**src/rtl/car_light_pkg.sv**
```systemverilog
// Shared types and constants for the car-light turn-signal sequencer.
package car_light_pkg;

  typedef enum logic [1:0] {
    ModeIdle   = 2'd0,
    ModeLeft   = 2'd1,
    ModeRight  = 2'd2,
    ModeHazard = 2'd3
  } car_mode_t;

  localparam int unsigned CS_LEFT   = 0;
  localparam int unsigned CS_RIGHT  = 1;
  localparam int unsigned CS_BRAKE  = 2;
  localparam int unsigned CS_HAZARD = 3;

  localparam logic [2:0] RGB_OFF    = 3'b111;
  localparam logic [2:0] RGB_RED    = 3'b011;
  localparam logic [2:0] RGB_YELLOW = 3'b001;

  // Both turn switches together are treated as a hazard request.
  function automatic car_mode_t decode_mode(input logic [3:0] cs);
    if (cs[CS_HAZARD] || (cs[CS_LEFT] && cs[CS_RIGHT])) return ModeHazard;
    if (cs[CS_LEFT])  return ModeLeft;
    if (cs[CS_RIGHT]) return ModeRight;
    return ModeIdle;
  endfunction

endpackage

```
**src/rtl/car_light_tick.sv**
```systemverilog
// Free-running prescaler: one-cycle tick every DIV cycles, restartable via clr.
module car_light_tick #(
  parameter int unsigned DIV = 10
) (
  input  logic clk,
  input  logic rst,
  input  logic clr,
  output logic tick
);

  localparam int unsigned CW = (DIV > 2) ? $clog2(DIV) : 1;
  localparam logic [CW-1:0] LAST = CW'(DIV - 1);

  logic [CW-1:0] count_q, count_d;

  assign tick = (count_q == LAST);

  always_comb begin
    count_d = count_q + 1'b1;
    if (clr || tick) count_d = '0;
  end

  always_ff @(posedge clk) begin
    if (rst) count_q <= '0;
    else     count_q <= count_d;
  end

endmodule

```
**src/rtl/car_light_seq.sv**
```systemverilog
// Turn-signal sequencer: synchronises switches, decodes mode, sweeps the LED bar
// and drives the RGB indicators. All outputs are registered.
module car_light_seq
  import car_light_pkg::*;
#(
  parameter int unsigned N_LED   = 8,
  parameter int unsigned CLK_HZ  = 50_000_000,
  parameter int unsigned STEP_HZ = 4
) (
  input  logic             clk,
  input  logic             rst,
  input  logic [3:0]       car_status,
  output logic [N_LED-1:0] status_led_n,
  output logic [2:0]       rgb_led_1_n,
  output logic [2:0]       rgb_led_2_n,
  output logic [1:0]       mode
);

  localparam int unsigned H   = N_LED / 2;
  localparam int unsigned DIV = CLK_HZ / STEP_HZ;
  localparam int unsigned KW  = $clog2(H + 1);
  localparam logic [KW-1:0] KMAX = KW'(H);

  logic [3:0]       cs_meta_q, cs_q;
  car_mode_t        state_q, state_d;
  logic [KW-1:0]    k_q, k_d;
  logic             phase_q, phase_d;
  logic             changed, tick;
  logic [N_LED-1:0] led_n_q, led_n_d;
  logic [N_LED-1:0] ones_k;
  logic [2:0]       rgb1_q, rgb1_d, rgb2_q, rgb2_d;
  logic             left_on, right_on;

  car_light_tick #(
    .DIV (DIV)
  ) u_tick (
    .clk  (clk),
    .rst  (rst),
    .clr  (changed),
    .tick (tick)
  );

  // A mode change wins over a coincident tick.
  always_comb begin
    state_d = decode_mode(cs_q);
    changed = (state_d != state_q);
    k_d     = k_q;
    phase_d = phase_q;
    if (changed) begin
      k_d     = '0;
      phase_d = 1'b0;
    end else if (tick) begin
      case (state_q)
        ModeLeft, ModeRight: k_d = (k_q == KMAX) ? '0 : k_q + 1'b1;
        ModeHazard:          phase_d = ~phase_q;
        default: ;
      endcase
    end
  end

  // Outputs are derived from next-state so they land with the mode register.
  always_comb begin
    led_n_d  = '1;
    left_on  = 1'b0;
    right_on = 1'b0;
    ones_k   = ~({N_LED{1'b1}} << k_d);
    case (state_d)
      ModeLeft: begin
        led_n_d = ~(ones_k << H);
        left_on = (k_d != '0);
      end
      ModeRight: begin
        led_n_d  = ~(ones_k << (H - 32'(k_d)));
        right_on = (k_d != '0);
      end
      ModeHazard: begin
        led_n_d  = phase_d ? '0 : '1;
        left_on  = phase_d;
        right_on = phase_d;
      end
      default: ;
    endcase
    if (cs_q[CS_BRAKE]) begin
      rgb1_d = RGB_RED;
      rgb2_d = RGB_RED;
    end else begin
      rgb1_d = left_on  ? RGB_YELLOW : RGB_OFF;
      rgb2_d = right_on ? RGB_YELLOW : RGB_OFF;
    end
  end

  always_ff @(posedge clk) begin
    if (rst) begin
      cs_meta_q <= '0;
      cs_q      <= '0;
      state_q   <= ModeIdle;
      k_q       <= '0;
      phase_q   <= 1'b0;
      led_n_q   <= '1;
      rgb1_q    <= RGB_OFF;
      rgb2_q    <= RGB_OFF;
    end else begin
      cs_meta_q <= car_status;
      cs_q      <= cs_meta_q;
      state_q   <= state_d;
      k_q       <= k_d;
      phase_q   <= phase_d;
      led_n_q   <= led_n_d;
      rgb1_q    <= rgb1_d;
      rgb2_q    <= rgb2_d;
    end
  end

  assign status_led_n = led_n_q;
  assign rgb_led_1_n  = rgb1_q;
  assign rgb_led_2_n  = rgb2_q;
  assign mode         = state_q;

endmodule

```
**config.mk**
```make
export PLATFORM = sky130hd
export DESIGN_NAME = car_light_seq
export DESIGN_NICKNAME = d
export VERILOG_FILES = /design/src/rtl/car_light_pkg.sv /design/src/rtl/car_light_tick.sv /design/src/rtl/car_light_seq.sv
export SDC_FILE = /design/constraint.sdc
export NUM_CORES = 1
export LEC_CHECK = 0
export CORE_MARGIN = 3
export CORE_UTILIZATION = 47
export CTS_CLUSTER_SIZE = 10
export DETAILED_ROUTE_END_ITERATION = 12
export PLACE_DENSITY = 0.69
export SLEW_MARGIN = 20
export SYNTH_ARGS = -nofsm -noshare
export SYNTH_HDL_FRONTEND = slang
export SYNTH_SLANG_ARGS = --single-unit
```
**constraint.sdc**
```tcl
create_clock -name clk -period 3.6 [get_ports clk]
set_input_delay 0.72 -clock clk [delete_from_list [all_inputs] [get_ports clk]]
set_output_delay 0.72 -clock clk [all_outputs]
set_load 0.05 [all_outputs]
```
[After elaboration in Yosys (flattened, before gate mapping)]
Cells that the tools add are included.
W data, S select, Z words.
Cells by class
  $add $sub $neg: 3
  equal/unequal tests: 9
  shifts and indexed selects: 2
  mux-type cells: 27
  bitwise operators: 4
  reduce and logical (&&, ||, !) cells: 7
Operators with widths (count)
  $shl A8 B32 Y8: 1
  $add A24 B1 Y24 const B: 1
  $eq A24 B24 Y1 const B: 1
  $mux W3: 8
  $not A8 Y8: 3
  $pmux W8 S3: 1
  $mux W2: 6
  $mux W1: 9
  $eq A2 B2 Y1 const B: 4
  $mux W8: 1
  $shl A8 B3 Y8 const A: 1
  $reduce_or A2 Y1: 3
  $eq A2 B1 Y1 const B: 2
  $pmux W1 S2: 2
  $sub A3 B3 Y4 const A: 1
  $add A3 B1 Y3 const B: 1
  $eq A3 B3 Y1 const B: 1
  $reduce_bool A3 Y1: 1
  $logic_or A1 B1 Y1: 2
  $ne A2 B2 Y1: 1
  $logic_and A1 B1 Y1: 1
  $not A1 Y1: 1
Storage, ports and cells
  bits in registers: 52
  word-level logic and storage cells: 63

[Longest topological paths before layout]
  depth in word-level cells: 16
  mapped depth: 12
  mapped depth without buffers: 12

[By module]
From an unflattened synthesis, not the netlist that was laid out.
Second synthesis, totals
  cell total of the unflattened synthesis: 266
  area, all modules: 2397.3 µm²
Modules (own cells, without submodules)
  car_light_seq: times used 1, cells an instance 134, area an instance 1233.7 µm², sequential area each 520.5 µm²
  car_light_tick: times used 1, cells an instance 132, area an instance 1163.6 µm², sequential area each 480.5 µm²

[Worst setup path after synthesis]
No wires, ideal clock.
  kind: register to register
  start: register state_q[0] (netlist: mode[0])
  end: register rgb1_q[1] (netlist: rgb_led_1_n[1])
  data arrival time: 2537 ps
  data required time: 3480 ps
  setup slack: 943 ps
  cell stages (with the launch flop): 12
  buffers on the path: 0
  cells stage by stage: dfxtp_1 > nor4bb_1 > a21oi_1 > o21a_1 > a21oi_1 > inv_1 > ha_1 > ha_1 > nor3_1 > a21oi_1 > a21o_1 > or2_1
On the way
  longest elaborated chain between the ends: 8
  elaborated cells on any way between the ends: 14
  those cells by class: eq/ne (4); mux (8); reduce/logical (2)
RTL lines
  start, declared: RTL line car_light_seq.sv:25  | car_mode_t state_q, state_d;
  start signal, assigned: RTL line car_light_seq.sv:96  | state_q <= ModeIdle;
  start signal, assigned: RTL line car_light_seq.sv:105  | state_q <= state_d;
  $eq A2 B1 Y1 / $eq A2 B2 Y1 (equally long branches): RTL line car_light_seq.sv:53  | case (state_q)
  $reduce_or A2 Y1: RTL line car_light_seq.sv:53
  $mux W3: RTL line car_light_seq.sv:53
  $mux W3: RTL line car_light_seq.sv:52  | end else if (tick) begin
  $mux W3 *: RTL line car_light_seq.sv:49  | if (changed) begin
  named net k_d[1]: RTL line car_light_seq.sv:26  | logic [KW-1:0] k_q, k_d;
  $reduce_bool A3 Y1 *: RTL line car_light_seq.sv:70  | left_on = (k_d != '0);
  $pmux W1 S2 *: RTL line car_light_seq.sv:67  | case (state_d)
  $mux W3 *: RTL line car_light_seq.sv:87  | rgb1_d = left_on ? RGB_YELLOW : RGB_OFF;
  end signal, assigned: RTL line car_light_seq.sv:109  | rgb1_q <= rgb1_d;
  end, declared: RTL line car_light_seq.sv:31  | logic [2:0] rgb1_q, rgb1_d, rgb2_q, rgb2_d;
The timed path passes the listed nets; every way through them passes the cells marked *.
A chain may end at the register's enable or synchronous reset.

[Final worst setup path]
  start: register u_tick.count_q[0]
  end: register rgb1_q[1] (netlist: rgb_led_1_n[1])
On the way
  longest elaborated chain between the ends: 6
  elaborated cells on any way between the ends: 8
  those cells by class: eq/ne (1); mux (6); reduce/logical (1)
RTL lines
  start, declared: RTL line car_light_tick.sv:14  | logic [CW-1:0] count_q, count_d;
  start signal, assigned: RTL line car_light_tick.sv:25  | else count_q <= count_d;
  $eq A24 B24 Y1 *: RTL line car_light_tick.sv:16  | assign tick = (count_q == LAST);
  $mux W3: RTL line car_light_seq.sv:52
  $mux W3: RTL line car_light_seq.sv:49
  $reduce_bool A3 Y1: RTL line car_light_seq.sv:70
  $pmux W1 S2 *: RTL line car_light_seq.sv:67
  $mux W3 *: RTL line car_light_seq.sv:87
Every way passes the cells marked *; elsewhere a longest branch is shown, timed or not.

==> results_dict.tcl <==
set metrics [dict create \
    finalMaxSlewViolations 0 \
    whs_ns 0.444 \
    wirelength_um 4090 \
    ys_ff_latch 50 \
    grt_pass1_vias 1611 \
    cts.path.max_buffers 2 \
    hold_path_class "register to register" \
    crit_type "register to register" \
    synthArstFlopShare_pct 0 \
    fin_setup_tns_ns 0 \
    critical_path_required_ns 3.80 \
    antenna_left 0 \
    cts_tree "built" \
    grt_pass1_wl_um 7170 \
    yosysSeqAreaShare_pct 44.4 \
    netlist_area_sq_um 2250 \
    worst_slew_pin_slew_ns 0.934 \
    io_buffers 19 \
    rsz0062_at_grt "no" \
    num_vias 1789 \
    synthCells 255 \
    num_antenna_cells 0 \
    post_cts_buffers 0 \
    grt_use_total_pct 16.4 \
    firstDrtPassIters 4 \
    hpwl_um 3030 \
    dieArea_sq_um 5660 \
    yosys.area.top_type_share_pct 44.4 \
    rows 24 \
    synth_edf_count 0 \
    drv_cap 0 \
    fmax_ghz 0.353 \
    drive_gt1_share_pct 6.88 \
    status "finished, final reports clean" \
    setup_viol 0 \
    cp_max_fo 5 \
    relSlewSlack_pct 37.6 \
    pin_count 22 \
    crit_path_max_incr_delay_ns 0.38 \
    cp.arrival_ns 3.03 \
    cp-end-kind "register" \
    worst-path-buf-inv 1 \
    path_cells "ha_1 > and4_1 > and4_1 > nand4b_1 > a21oi_1 > inv_1 > ha_1 > nor3_1 > a21oi_1 > a21o_1 > or2_1" \
    min_period_ns 2.83 \
    clock_latency_ns 0.30 \
    wl_per_cell_um 12.5 \
    ys_types 45 \
    cts_made_buffers 5 \
    vdd_drop_max_v 0.000242 \
    layout_commonest_cell "dfxtp_1" \
    start_util_pct 50.0 \
    cts.sinks 50 \
    synth.area.top_cells "dfxtp_1 44%, nor2_1 7.3%, xor2_1 4.7%" \
    fin_crit_sh_pct 78.6 \
    gp_congestion 0.924 \
    final_cell_mix "50 x dfxtp_1, 44 x nor2_1, 19 x clkdlybuf4s50_1" \
    avgViaCountPerCell 5.45 \
    critical-path-top-delay-family "simple AND/OR/NAND/NOR gates" \
    postCtsHoldBufs 0 \
    core_area_sq_um 4500 \
    drc 0 \
    regArea_sq_um 1000 \
    die_height_um 75.2 \
    cts_root_buf "clkbuf_8" \
    final_util_pct 57.6 \
    drt_iter0_drc 136 \
    die_w_um 75.2 \
    yosysTopAreaCell "dfxtp_1" \
    synth_warnings 0 \
    power_leakage_nw 0.882 \
    clkSlewWorstSetupHoldPaths_ns 0.09 \
    critPathLaunchType "register" \
    synth_flop_cell "dfxtp_1" \
    multiInputGateArea_sq_um 1190 \
    syn2layout_area_growth_pct 15.1 \
    post_cts_resized 0 \
    cpMaxStageDelayCell "dfxtp_1" \
    nets 288 \
    finClkSkew_ns 0.00643 \
    nFillCells 421 \
    hold_viol 0 \
    antenna_found_initial 0 \
    gr-total-overflow 0 \
    cts_max_level 2 \
    power.density_nw_per_um2 403 \
    grt_max_degree 25 \
    syn_area_per_cell_sq_um 8.84 \
]
-- layout make-up --
cell class | instances | share of cell area [%]
tap | 52 | 2.51
clock inverter | 3 | 1.74
clock buffer | 5 | 2.65
timing repair buffer | 20 | 7.62
sequential | 50 | 38.6
inverter | 8 | 1.16
multi-input combinational | 190 | 45.7
-- Yosys cell counts (3+ instances only) --
master    instances
dfxtp_1          50
ha_1              7
clkbuf_1          4
and4_1            5
or2_2             3
nand4_1           9
or3_1             5
o21ai_0           6
xnor2_1          10
nor2b_1           8
inv_1             8
a21oi_1          11
nand2_1          18
xor2_1           12
nor3_1            6
o211ai_1          3
a21o_1            3
nand3_1          12
nor2_1           44
-- registers in the layout, indices dropped and copies added, names as in the netlist --
signal          cells
u_tick.count_q     24
rgb_led_1_n         2
k_q                 3
cs_q                4
cs_meta_q           4
status_led_n        8
phase_q             1
rgb_led_2_n         2
mode                2
-- through the flow --
stage               instances  setup WS (ns)  total power (W)  area [sq um]
finish                    328          0.770          0.00104          2590
global route              328          0.528          0.00109          2590
CTS                       328          0.795          0.00106          2590
detailed placement        320          0.811         0.000667          2480
global placement          320          0.891         0.000666          2480
floorplan                 256          0.943         0.000643          2260
-- per-layer routing --
layer  vias up  track usage [%]  share of wire [%]
met5         -                0                  0
met4         0             5.24                1.6
met3         8             4.94                5.1
met2        42             24.4                 42
met1       825             22.9                 51
li1        914                -                  -
-- logic make-up after synthesis --
family                   count (synthesis)  synth area share (%)
XOR/XNOR                                22                  8.55
adder cells (fa/ha/maj)                  7                  3.89
buffers and inverters                   16                  3.11
multiplexers                             1                 0.500
flip-flops                              50                  44.4
AO/OA/AOI/OAI                           37                  11.5
other                                    1                 0.166
AND/OR/NAND/NOR                        121                  27.8
-- report_power, final --
part,total [W],internal (W),switching [W]
Sequential,0.000573,0.000565,0.00000807
Clock,0.000392,0.000207,0.000185
Combinational,0.0000799,0.0000269,0.0000530
Total,0.00104,0.000798,0.000246
-- worst paths after layout --
| path | from | end | slack (ns) | depth (start not counted) |
|---|---|---|---|---|
| min reg2reg | cs_meta_q[0] | cs_q[0] | 0.44 | 1 |
| max reg2reg | u_tick.count_q[0] | rgb_led_1_n[1] | 0.77 | 11 |
| max | u_tick.count_q[0] | rgb_led_1_n[1] | 0.77 | 11 |
| min | cs_meta_q[0] | cs_q[0] | 0.44 | 1 |
(Power assumes the default switching activity.)
